$ cat src/rtl/ras_ckpt.sv
// Return address stack with branch checkpoints for misprediction recovery.
// Optional macro RAS_TOS_REPAIR_EN also checkpoints and restores the top entry value.
module ras_ckpt #(
  parameter int RAS_WIDTH = 32,
  parameter int RAS_DEPTH = 8,
  parameter int CKPT_NUM  = 4
) (
  input  logic                        clk,
  input  logic                        reset,
  input  logic                        du_jal_push,
  input  logic [RAS_WIDTH-1:0]        du_jal_push_din,
  input  logic                        du_jr31_pop,
  output logic [RAS_WIDTH-1:0]        du_jr31_pop_dout,
  input  logic                        du_ckpt_save,
  input  logic [$clog2(CKPT_NUM)-1:0] du_ckpt_tag,
  input  logic                        cdb_flush,
  input  logic [$clog2(CKPT_NUM)-1:0] cdb_flush_tag,
  output logic                        ras_empty,
  output logic                        ras_full
);

  localparam int AW = $clog2(RAS_DEPTH);
  localparam logic [AW:0] DEPTH_MAX = (AW+1)'(RAS_DEPTH);

  logic [RAS_WIDTH-1:0] mem [RAS_DEPTH];
  logic [AW-1:0]        tosp, tosp_nx;
  logic [AW:0]          depth_counter, depth_nx;
  logic [RAS_WIDTH-1:0] latest_poped_addr, latest_nx;
  logic [AW-1:0]        ckpt_tosp  [CKPT_NUM];
  logic [AW:0]          ckpt_depth [CKPT_NUM];
  logic                 mem_we;
  logic [AW-1:0]        mem_waddr;
  logic [RAS_WIDTH-1:0] mem_wdata;
`ifdef RAS_TOS_REPAIR_EN
  logic [RAS_WIDTH-1:0] ckpt_val [CKPT_NUM];
  logic [RAS_WIDTH-1:0] save_val;
`endif

  assign ras_empty        = (depth_counter == '0);
  assign ras_full         = (depth_counter == DEPTH_MAX);
  assign du_jr31_pop_dout = ras_empty ? latest_poped_addr : mem[tosp];

  // Flush has priority; a push+pop on a non-empty stack replaces the top in place.
  always_comb begin
    tosp_nx   = tosp;
    depth_nx  = depth_counter;
    latest_nx = latest_poped_addr;
    mem_we    = 1'b0;
    mem_waddr = tosp;
    mem_wdata = du_jal_push_din;
    if (cdb_flush) begin
      tosp_nx  = ckpt_tosp[cdb_flush_tag];
      depth_nx = ckpt_depth[cdb_flush_tag];
`ifdef RAS_TOS_REPAIR_EN
      mem_we    = 1'b1;
      mem_waddr = ckpt_tosp[cdb_flush_tag];
      mem_wdata = ckpt_val[cdb_flush_tag];
`endif
    end else if (du_jal_push && du_jr31_pop && !ras_empty) begin
      mem_we    = 1'b1;
      latest_nx = mem[tosp];
    end else if (du_jal_push) begin
      mem_we    = 1'b1;
      mem_waddr = tosp + AW'(1);
      tosp_nx   = tosp + AW'(1);
      if (depth_counter != DEPTH_MAX)
        depth_nx = depth_counter + (AW+1)'(1);
    end else if (du_jr31_pop && !ras_empty) begin
      latest_nx = mem[tosp];
      tosp_nx   = tosp - AW'(1);
      depth_nx  = depth_counter - (AW+1)'(1);
    end
  end

`ifdef RAS_TOS_REPAIR_EN
  // Top value after this cycle's update: a push always leaves din on top.
  assign save_val = du_jal_push ? du_jal_push_din : mem[tosp_nx];
`endif

  always_ff @(posedge clk) begin
    if (reset) begin
      tosp              <= '0;
      depth_counter     <= '0;
      latest_poped_addr <= '0;
      for (int i = 0; i < CKPT_NUM; i++) begin
        ckpt_tosp[i]  <= '0;
        ckpt_depth[i] <= '0;
`ifdef RAS_TOS_REPAIR_EN
        ckpt_val[i]   <= '0;
`endif
      end
    end else begin
      tosp              <= tosp_nx;
      depth_counter     <= depth_nx;
      latest_poped_addr <= latest_nx;
      if (du_ckpt_save && !cdb_flush) begin
        ckpt_tosp[du_ckpt_tag]  <= tosp_nx;
        ckpt_depth[du_ckpt_tag] <= depth_nx;
`ifdef RAS_TOS_REPAIR_EN
        ckpt_val[du_ckpt_tag]   <= save_val;
`endif
      end
    end
  end

  // Stack storage is not reset; only the pointers define which entries are valid.
  always_ff @(posedge clk) begin
    if (!reset && mem_we)
      mem[mem_waddr] <= mem_wdata;
  end

endmodule

$ cat config.mk
export PLATFORM = sky130hd
export DESIGN_NAME = ras_ckpt
export DESIGN_NICKNAME = d
export VERILOG_FILES = /design/src/rtl/ras_ckpt.sv
export SDC_FILE = /design/constraint.sdc
export NUM_CORES = 1
export LEC_CHECK = 0
export ABC_AREA = 1
export CORE_MARGIN = 2
export CORE_UTILIZATION = 30
export CTS_CLUSTER_SIZE = 14
export DETAILED_ROUTE_END_ITERATION = 7
export PLACE_DENSITY_LB_ADDON = 0.3
export SLEW_MARGIN = 20
export SYNTH_ARGS = -nofsm -noshare
export SYNTH_HDL_FRONTEND = slang
export SYNTH_SLANG_ARGS = --single-unit
export TNS_END_PERCENT = 100
$ cat constraint.sdc
create_clock -name clk -period 5.51 [get_ports clk]
set_input_delay 1.102 -clock clk [delete_from_list [all_inputs] [get_ports clk]]
set_output_delay 1.102 -clock clk [all_outputs]
set_load 0.01 [all_outputs]
## After elaboration in Yosys (flattened, before gate mapping)

Memories as Yosys holds them, arrays and structs flattened. A register that Yosys moved wholly into a read port is not among the register bits.
Cells that the tools add are included.

- Add/sub/neg operators: 4
- Multiply operators: 0
- Divide/modulo/power cells: 0
- $lt $le $gt $ge: 0
- Equal/unequal tests: 3
- Shift operators: 0
- Muxes and demuxes: 33
- Bitwise logic cells: 1
- Reduce and logical (&&, ||, !) cells: 13

Operators by type and width:

| operator | number |
|---|---|
| 2-to-1 mux 32 bit | 4 |
| 2-to-1 mux 3 bit | 9 |
| 2-to-1 mux 4 bit | 6 |
| 2-to-1 mux 1 bit | 12 |
| logical AND 1 bit | 5 |
| adder 4 x 1 -> 4 bit (second input constant) | 1 |
| == test 4 bit (second input constant) | 1 |
| logical NOT 4 bit | 1 |
| 2-to-1 mux 2 bit | 2 |
| != test 4 bit (second input constant) | 1 |
| OR reduction 4 bit | 1 |
| subtractor 4 x 1 -> 4 bit (second input constant) | 1 |
| adder 3 x 1 -> 3 bit (second input constant) | 1 |
| logical NOT 1 bit | 3 |
| AND reduction 3 bit | 1 |
| OR reduction 3 bit | 1 |
| subtractor 3 x 1 -> 3 bit (second input constant) | 1 |
| != test 2 x 1 -> 1 bit (second input constant) | 1 |
| nonzero test 2 bit | 1 |
| inverter 1 bit | 1 |

- Register bits: 39
- Latch bits: 0
- RAM bits: 284
- Bits in read-only memories: 0
- Output and inout bits: 34
- Logic and storage cells: 60
- Memories: 3

Memory list:

| name | words | width | rd ports | clocked after Yosys merged registers in | write ports | RTL line | text |
|---|---|---|---|---|---|---|---|
| mem | 8 | 32 | 1 | 1 | 1 | 25 | `logic [RAS_WIDTH-1:0] mem [RAS_DEPTH];` |
| ckpt_depth | 4 | 4 | 1 | 0 | 4 | 30 | `logic [AW:0] ckpt_depth [CKPT_NUM];` |
| ckpt_tosp | 4 | 3 | 1 | 0 | 4 | 29 | `logic [AW-1:0] ckpt_tosp [CKPT_NUM];` |

## Logic depth before layout (Yosys ltp)

Gate-level depths: netlist of the first run.

- Word-level depth: 8
- Mapped depth: 14
- Gate-level depth less buffers: 14

## Worst setup path after synthesis of the first run

Ideal clock, no wire load.

- Kind: input -> register
- From: in cdb_flush
- To: mem mem[0][0], enable pin
- Arrival: 3.143 ns
- Path slack: 1.946 ns
- Stages on the path: 7
- Cell sequence: buf_6 -> inv_4 -> nand3_4 -> nor2_4 -> xor2_2 -> nand2_1 -> nor2_1

- Longest elaborated chain between the ends: 4

Ends and longest elaborated chain:

| element | RTL line | text |
|---|---|---|
| from (decl) | 16 | `input logic cdb_flush,` |
| 2-to-1 mux 1 bit | 51 | `if (cdb_flush) begin` |
| logical AND 1 bit | 108 | `if (!reset && mem_we)` |
| 2-to-1 mux 1 bit | 108 |  |
| 2-to-1 mux 1 bit (implied by the code) | 109 | `mem[mem_waddr] <= mem_wdata;` |
| to (decl) | 25 |  |

Several ways; a longest one is shown, not always the timed one.

==> flow_summary.toml, run 1 <==
[outcome]
status = "finished, final reports clean"

[finish]
drive_above_1_share = 0.1054
mostFrequentLayoutCells = "284 x edfxtp_1, 168 x nor2_1, 152 x o21ai_0"
instances_no_fill = 1763
n_fill_cell = 4224
nets = 1195
final_cell_area_sq_um = 15710
final_common_cell = "edfxtp_1"
seqCellArea_sq_um = 9314
area_growth_pct = 19.42
multi_input_area_sq_um = 3431

[sta]
rsz0062_at_grt = "false"
finalCritPeriodShare = 0.8319
setup_viol = 0
slew_viol_final = 0
tns_ps = 0
hold_violations = 0
slew_headroom = 0.3818
whs_ps = 543.6
fin_skew_ps = 9.430
worst_pin_slew_ps = 927.3
fin_crit_ps = 4584
max_freq_ghz = 0.2182

[clock_tree]
clk_latency_ps = 520
root_buffer = "clkbuf_16"
hold_buffers = 0
post_cts_resized = 0
cts_made_buffers = 36
clkSinkCount = 323
cts_setup_buffers = 0
path_clk_slew_ps = 60
htree_num_levels = 2
cts_tree = "done"
clockBufferDepth = 3

[floorplanning]
initial_core_util = 0.3048
dieArea_sq_um = 45550
core_area_sq_um = 43170
die-height_microns = 213.4
num_rows = 76
die_w_microns = 213.4
io-pin-count = 76

[grt]
grt_pass1_wl_microns = 48340
overflow = 0
grt_antenna_before_repair = 1
grt_max_degree = 89
grt_pass1_vias = 8266
gr-usage-all-layers = 0.1383

[placed_design]
hpwl_microns = 18250
placed_cell_area_sq_um = 14540
gp_congestion = 0.7653
dp_cells = 1696
numPortBuffers = 75

[worst_setup_path]
worstPathMaxFanout = 74
cp-end-kind = "output port"
r2r_cells = 7
cp-start-kind = "register"
startpoint = "tosp[0]"
required_ps = 4410
r2r_end = "mem[7][5]"
arrival_ps = 3480
timing.rr.start = "tosp[0]"
path_class = "reg2out"
rrSetupSlack_ps = 2060

[synthesis]
synth_top_family_by_area = "compound AO/OA/AOI/OAI gates"
synthDistinctLibCells = 36
synth_edf_count = 284
synth-compound-area-share = 0.1416
syn-cell-area_sq_um = 13160
synth_simple_gate_area_frac = 0.1055
synthArstFlopShare = 0
synth-main-ff-cell = "edfxtp_1"
ys_seq_elements = 323
avgSynthCellArea_sq_um = 12.13
syn_inst = 1085
syn_nets = 1131
synth_adder_area_share = 0.003804
synth-xor-area-share = 0.001902
ys_seq_area_frac = 0.7075
synth.mux.area_fraction = 0.002472
ys_warn_count = 0

[routing]
drt-total-wl_microns = 31520
wl_met3_microns = 1536
wl_met2_microns = 14840
routedLengthMet1_microns = 14620
top_layer_used = "met5"
ant_nets = 0
first_iter_violations = 479
vias_per_cell = 4.825
avgRoutedWirePerCell_microns = 17.88
drcViolationCount = 0
dr.pass1.iters = 5
vias = 8507

[power_and_ir_drop]
p_per_area_nw_per_um2 = 370.4
p_leak_nw = 5.227
vdd_drop_max_v = 0.0002111

[min_path]
worstHoldStart = "latest_poped_addr[18]"
hold_path.class = "reg2reg"
holdPathStages = 2
hold_end = "latest_poped_addr[18]"

[run]
cap_violations = 0
## worst max path at each step
| stage | end | slack [ps] | cells past startpoint |
|---|---|---|---|
| finish | du_jr31_pop_dout[0] | 930 | 6 |
| global route | du_jr31_pop_dout[0] | 700 | 6 |
| CTS | du_jr31_pop_dout[0] | 910 | 6 |
| detailed placement | mem[4][21] | 1380 | 7 |
| global placement | mem[4][11] | 1380 | 7 |
| floorplan | mem[0][0] | 1950 | 7 |
## kinds of logic (layout without fill, tap and decap cells)
| logic type | after synthesis | count (layout) |
|---|---|---|
| adders and majority gates | 4 | 4 |
| DFF | 323 | 323 |
| AOI/OAI and AO/OA | 321 | 321 |
| xor gates and xnor gates | 2 | 2 |
| and+or+nand+nor | 329 | 329 |
| muxes | 2 | 2 |
| other | 0 | 1 |
| buffers and inverters | 104 | 196 |
## synth_stat cells, drive strengths merged, types with 2 or more instances
library cell / count / area (sq um)
xor2: 2 / 25.03
mux2i: 2 / 32.53
ha: 4 / 50.05
o32ai: 3 / 26.28
nor2: 189 / 759.5
buf: 36 / 222.7
o221ai: 64 / 560.5
o22ai: 2 / 12.51
inv: 33 / 133.9
nor3: 2 / 15.01
nand3: 13 / 90.08
o21ai: 215 / 1076
dfxtp: 39 / 780.8
nand2: 124 / 516.7
a21oi: 36 / 180.2
clkbuf: 34 / 130.1
edfxtp: 284 / 8528
## layout make-up
| cell class | count | area share |
|---|---|---|
| flip-flops and latches | 323 | 0.5928 |
| inverters | 34 | 0.008759 |
| diodes | 1 | 0.0001593 |
| well taps | 585 | 0.04658 |
| clock inverters | 12 | 0.007963 |
| clock buffers | 54 | 0.06681 |
| multi-input cells | 658 | 0.2183 |
| repair buffers | 96 | 0.05861 |
## metal layers
metal | GRT usage | vias to the layer above
met4 | 0.03233 | 2
met3 | 0.02446 | 41
met1 | 0.1927 | 4165
li1 | - | 4107
met2 | 0.2254 | 192
met5 | 0 | -
## sequential cells by signal, indices dropped and copies added, names as in the netlist
name / cells
ckpt_tosp: 12
mem: 256
depth_counter: 4
ckpt_depth: 16
latest_poped_addr: 32
tosp: 3
## stage by stage
stage / total power [W] / setup WS, ps / utilization
2_1_floorplan: 0.003225 / 1946 / -
3_3_place_gp: 0.003543 / 1377 / 0.3366
3_5_place_dp: 0.003550 / 1377 / 0.3367
4_1_cts: 0.005883 / 908.8 / 0.3639
5_1_grt: 0.006060 / 700.7 / 0.3639
6_report: 0.005820 / 926.1 / 0.3640
## report_power, final
group          switching, W  total [W]  internal [W]
clock              0.000954    0.00233       0.00138
sequential        0.0000344    0.00276       0.00272
combinational      0.000459   0.000732      0.000273
total               0.00145    0.00582       0.00437
## worst max-delay path: stages, from the launching register on
cell and delay (ps):
dfxtp_4 760, buf_4 690, o21ai_0 210, o221ai_1 240, nand2_1 100, o21ai_1 310
clkdlybuf4s50_1 610
Note: power is estimated with default switching activity, not from simulation.
==> run 2, diff against run 1 <==
==> constraint.sdc (replaced) <==
create_clock -name clk -period 4.55 [get_ports clk]
set_input_delay 0.91 -clock clk [delete_from_list [all_inputs] [get_ports clk]]
set_output_delay 0.91 -clock clk [all_outputs]
set_load 0.01 [all_outputs]
==> flow_summary.toml, run 2 (synthesis gave the netlist of run 1 again) <==
[sta]
rsz0062_at_grt = "false"
setup_viol = 0
fin_crit_ps = 3991
tns_ps = 0
slew_viol_final = 0
fin_skew_ps = 15.14
worst_pin_slew_ps = 1001
max_freq_ghz = 0.2506
finalCritPeriodShare = 0.8771
slew_headroom = 0.3324
hold_violations = 0

[finish]
nets = 1204
fin_util = 0.3662
top_register = "mem"
drive_above_1_share = 0.1088
seqCellArea_sq_um = 9314
n_fill_cell = 4259
area_growth_pct = 20.15
final_cell_area_sq_um = 15810
reg_top3 = "mem: 256 flops, latest_poped_addr: 32 flops, ckpt_depth: 16 flops"
mostFrequentLayoutCells = "284 x edfxtp_1, 168 x nor2_1, 152 x o21ai_0"
final_common_cell = "edfxtp_1"
multi_input_area_sq_um = 3426
largest_register_ffs = 256

[floorplanning]
initial_core_util = 0.3048
io-pin-count = 76
die-height_microns = 213.4
core_area_sq_um = 43170
dieArea_sq_um = 45550
num_rows = 76
die_w_microns = 213.4

[min_path]
hold_path.class = "reg2reg"

[worst_setup_path]
cpPeakStageDelay_ps = 690
cp_slowest_cell = "inv_4"
worstPathMaxFanout = 93
cp-start-kind = "register"
cp-end-kind = "output port"
path_class = "reg2out"
arrival_ps = 3080
crit_chain = "inv_4, buf_4, nor2_1, o221ai_1, nand2_1, o21ai_1, clkdlybuf4s50_1"
required_ps = 3640

[placed_design]
numPortBuffers = 75
hpwl_microns = 18160
placed_cell_area_sq_um = 14650
gp_congestion = 0.7776

[routing]
ant_nets = 0
first_iter_violations = 562
vias_per_cell = 4.839
vias = 8574
drcViolationCount = 0
drt-total-wl_microns = 31840
dr.pass1.iters = 5
avgRoutedWirePerCell_microns = 17.97

[power_and_ir_drop]
vdd_drop_max_v = 0.0002613
p_leak_nw = 5.277
p_per_area_nw_per_um2 = 447.2

[clock_tree]
clockBufferDepth = 3
hold_buffers = 0
cts_setup_buffers = 0
clkSinkCount = 323
root_buffer = "clkbuf_16"
post_cts_resized = 0
cts_tree = "done"
cts_made_buffers = 36
clk_latency_ps = 530
path_clk_slew_ps = 60
htree_num_levels = 2

[grt]
grt_antenna_before_repair = 2
gr-usage-all-layers = 0.1414
overflow = 0
grt_max_degree = 132
grt_pass1_wl_microns = 49370
grt_pass1_vias = 8427

[run]
cap_violations = 0

[outcome]
status = "finished, final reports clean"
[run 2: area by class of cell]
cell class,instances,area share
Antenna cell,1,0.0001583
Clock buffer,59,0.06759
Clock inverter,7,0.005698
Inverter,34,0.008706
Multi-Input combinational cell,658,0.2167
Sequential cell,323,0.5892
Tap cell,585,0.04630
Timing Repair Buffer,105,0.06569
[run 2: per-layer routing]
metal	up-vias	track usage	wire length, microns
li1	4129	-	-
met1	4238	0.1966	15150
met2	166	0.2303	14770
met3	39	0.02446	1424
met4	2	0.03472	486
met5	-	0	8
[run 2: report_power, final]
group | switching (W) | total (W) | internal, W
Clock | 0.00115 | 0.00282 | 0.00168
Combinational | 0.000565 | 0.000913 | 0.000348
Sequential | 0.0000367 | 0.00333 | 0.00330
[run 2: worst max-delay path: cells and delay by family, from the launching register on]
| kind | cells | cell delay [ps] |
|---|---|---|
| AND/OR/NAND/NOR | 2 | 160 |
| AO/OA/AOI/OAI | 2 | 400 |
| buffers and inverters | 3 | 1590 |
| flip-flops | 1 | 360 |
[run 2: worst paths after layout]
kind                        startpoint                   end  slack (ps)  cells past startpoint
setup / recovery               tosp[0]  du_jr31_pop_dout[29]         560                      7
hold / removal    latest_poped_addr[6]  latest_poped_addr[6]         540                      2
setup reg to reg               tosp[1]            mem[2][29]        1720                      8
hold reg to reg   latest_poped_addr[6]  latest_poped_addr[6]         540                      2
[run 2: per-stage QoR]
stage	std cells	setup WS (ps)	hold slack [ps]	total power, W
3_3_place_gp	1705	1077	520.2	0.004305
4_1_cts	1771	500.5	547.7	0.007148
3_5_place_dp	1705	1063	525.1	0.004316
5_1_grt	1771	328.4	571.2	0.007371
2_1_floorplan	1085	1178	502.6	0.003905
6_report	1772	559.4	543.4	0.007071
==> variant: new RTL, flow settings as in run 2 <==
`latest_poped_addr` no longer has a reset.
--- a/src/rtl/ras_ckpt.sv
+++ b/src/rtl/ras_ckpt.sv
@@ -81,7 +81,6 @@
     if (reset) begin
       tosp              <= '0;
       depth_counter     <= '0;
-      latest_poped_addr <= '0;
       for (int i = 0; i < CKPT_NUM; i++) begin
         ckpt_tosp[i]  <= '0;
         ckpt_depth[i] <= '0;
@@ -92,7 +91,6 @@
     end else begin
       tosp              <= tosp_nx;
       depth_counter     <= depth_nx;
-      latest_poped_addr <= latest_nx;
       if (du_ckpt_save && !cdb_flush) begin
         ckpt_tosp[du_ckpt_tag]  <= tosp_nx;
         ckpt_depth[du_ckpt_tag] <= depth_nx;
@@ -103,6 +101,10 @@
     end
   end
 
+  always_ff @(posedge clk) begin
+    latest_poped_addr <= latest_nx;
+  end
+
   // Stack storage is not reset; only the pointers define which entries are valid.
   always_ff @(posedge clk) begin
     if (!reset && mem_we)
Behaviour: differs if reset is asserted again (counterexample within 4 cycles, from zero or initial values and one cycle with reset high); with reset held inactive, the same outputs for 4 cycles.
==> variant against run 2 <==
Synthesized area is essentially flat. Count of clock-buffer cells in the layout fell by 9. First-iteration DRC count increased by 4.3%. Power down 1.6%. Global-route usage decreased by 0.42 points. Sequential cell count unchanged. Sequential power rose by 2%. Cell area is 0.61% lower. Wire length decreased by 1.9%. Worst setup slack worse by 0.0074 ns. Non-clock buffer count down 6.
==> variant: results <==
[worst_hold_path]
min_to = "depth_counter[3]$_SDFF_PP0_"
hold_depth = 4
hold_start = "depth_counter[3]$_SDFF_PP0_"

[grt]
grt_use_met1_pct = 18.94
grt_start_max_net_pins = 70
grt_pass1_vias = 8335
track_usage_pct = 13.72
antenna_found_initial = 0
grt_util_met2_pct = 22.79

[yosys]
synthDistinctLibCells = 33
synth-edff-count = 316
synth_fp_nets = 1125
synth.avg_cell_area_um2 = 12.20
ys_seq_area_share_pct = 73.17
synth_area_leaders = "edfxtp_1, nor2_1, o21ai_0, nand2_1, o22ai_1"
synth_commonest_cells = "edfxtp_1, nor2_1, nand2_1"

[power]
p_seq_share_pct = 48.8
peakVddDrop_uv = 259.9
pg_seq_mw = 3.40
p_comb_uw = 886

[critical_path]
crit_fanout = 64
reg2reg_slack_ns = 1.28
critPathCapture = "du_jr31_pop_dout[0]"
slowest_stage = "dfxtp_4"
reg2reg_to = "mem[0][7]$_DFFE_PP_"
r2r_cells = 9
crit_arrival_ns = 3.09
r2r_start = "depth_counter[1]$_SDFF_PP0_"

[placed_design]
gp_congestion = 0.7954
dpl_cell_area_um2 = 14630
post-place-cells = 1702

[final_layout]
n_antenna_cell = 0
layout.nets = 1201

[route]
wl_met1_mm = 14.74
route.met3.wl_mm = 1.324
drt-wirelength-per-cell_um = 17.66
met2_length_mm = 14.72
maxUsedRoutingLayer = "met4"
routed_via_density = 4.760

[sta]
clock_skew_ns = 0.02320
slew_headroom_pct = 43.37
layout_min_cycle_time_ns = 3.998
timing.hold.ws_ns = 0.7044

[run_status]
status = "complete, no violations"
[variant: cell count changes in the layout (fill, tap and decap cells not counted), sizes merged, moves of 32 or more]
| cell | change |
|---|---|
| o22ai | +65 |
| o21ai | -64 |
| o221ai | -64 |
| nand2 | +35 |
| a31oi | +32 |
| dfxtp | -32 |
| edfxtp | +32 |
[variant: cell type report]
type                            instances  area (µm²)
Timing Repair Buffer                   99       980.9
Multi-Input combinational cell        657        3133
Tap cell                              585       732.0
Clock buffer                           50       996.0
Fill cell                            4280       27460
Inverter                               38       143.9
Sequential cell                       323        9635
Clock inverter                         16       91.34
[variant: cells by family (layout without fill, tap and decap cells)]
group | after synthesis | in the layout | share of synthesized area [%]
AOI/OAI and AO/OA | 262 | 262 | 11.00
and+or+nand+nor | 389 | 389 | 11.78
xor gates and xnor gates | 2 | 2 | 0.1331
DFF | 323 | 323 | 73.17
adders and majority gates | 4 | 4 | 0.3803
buffers and inverters | 99 | 203 | 3.537
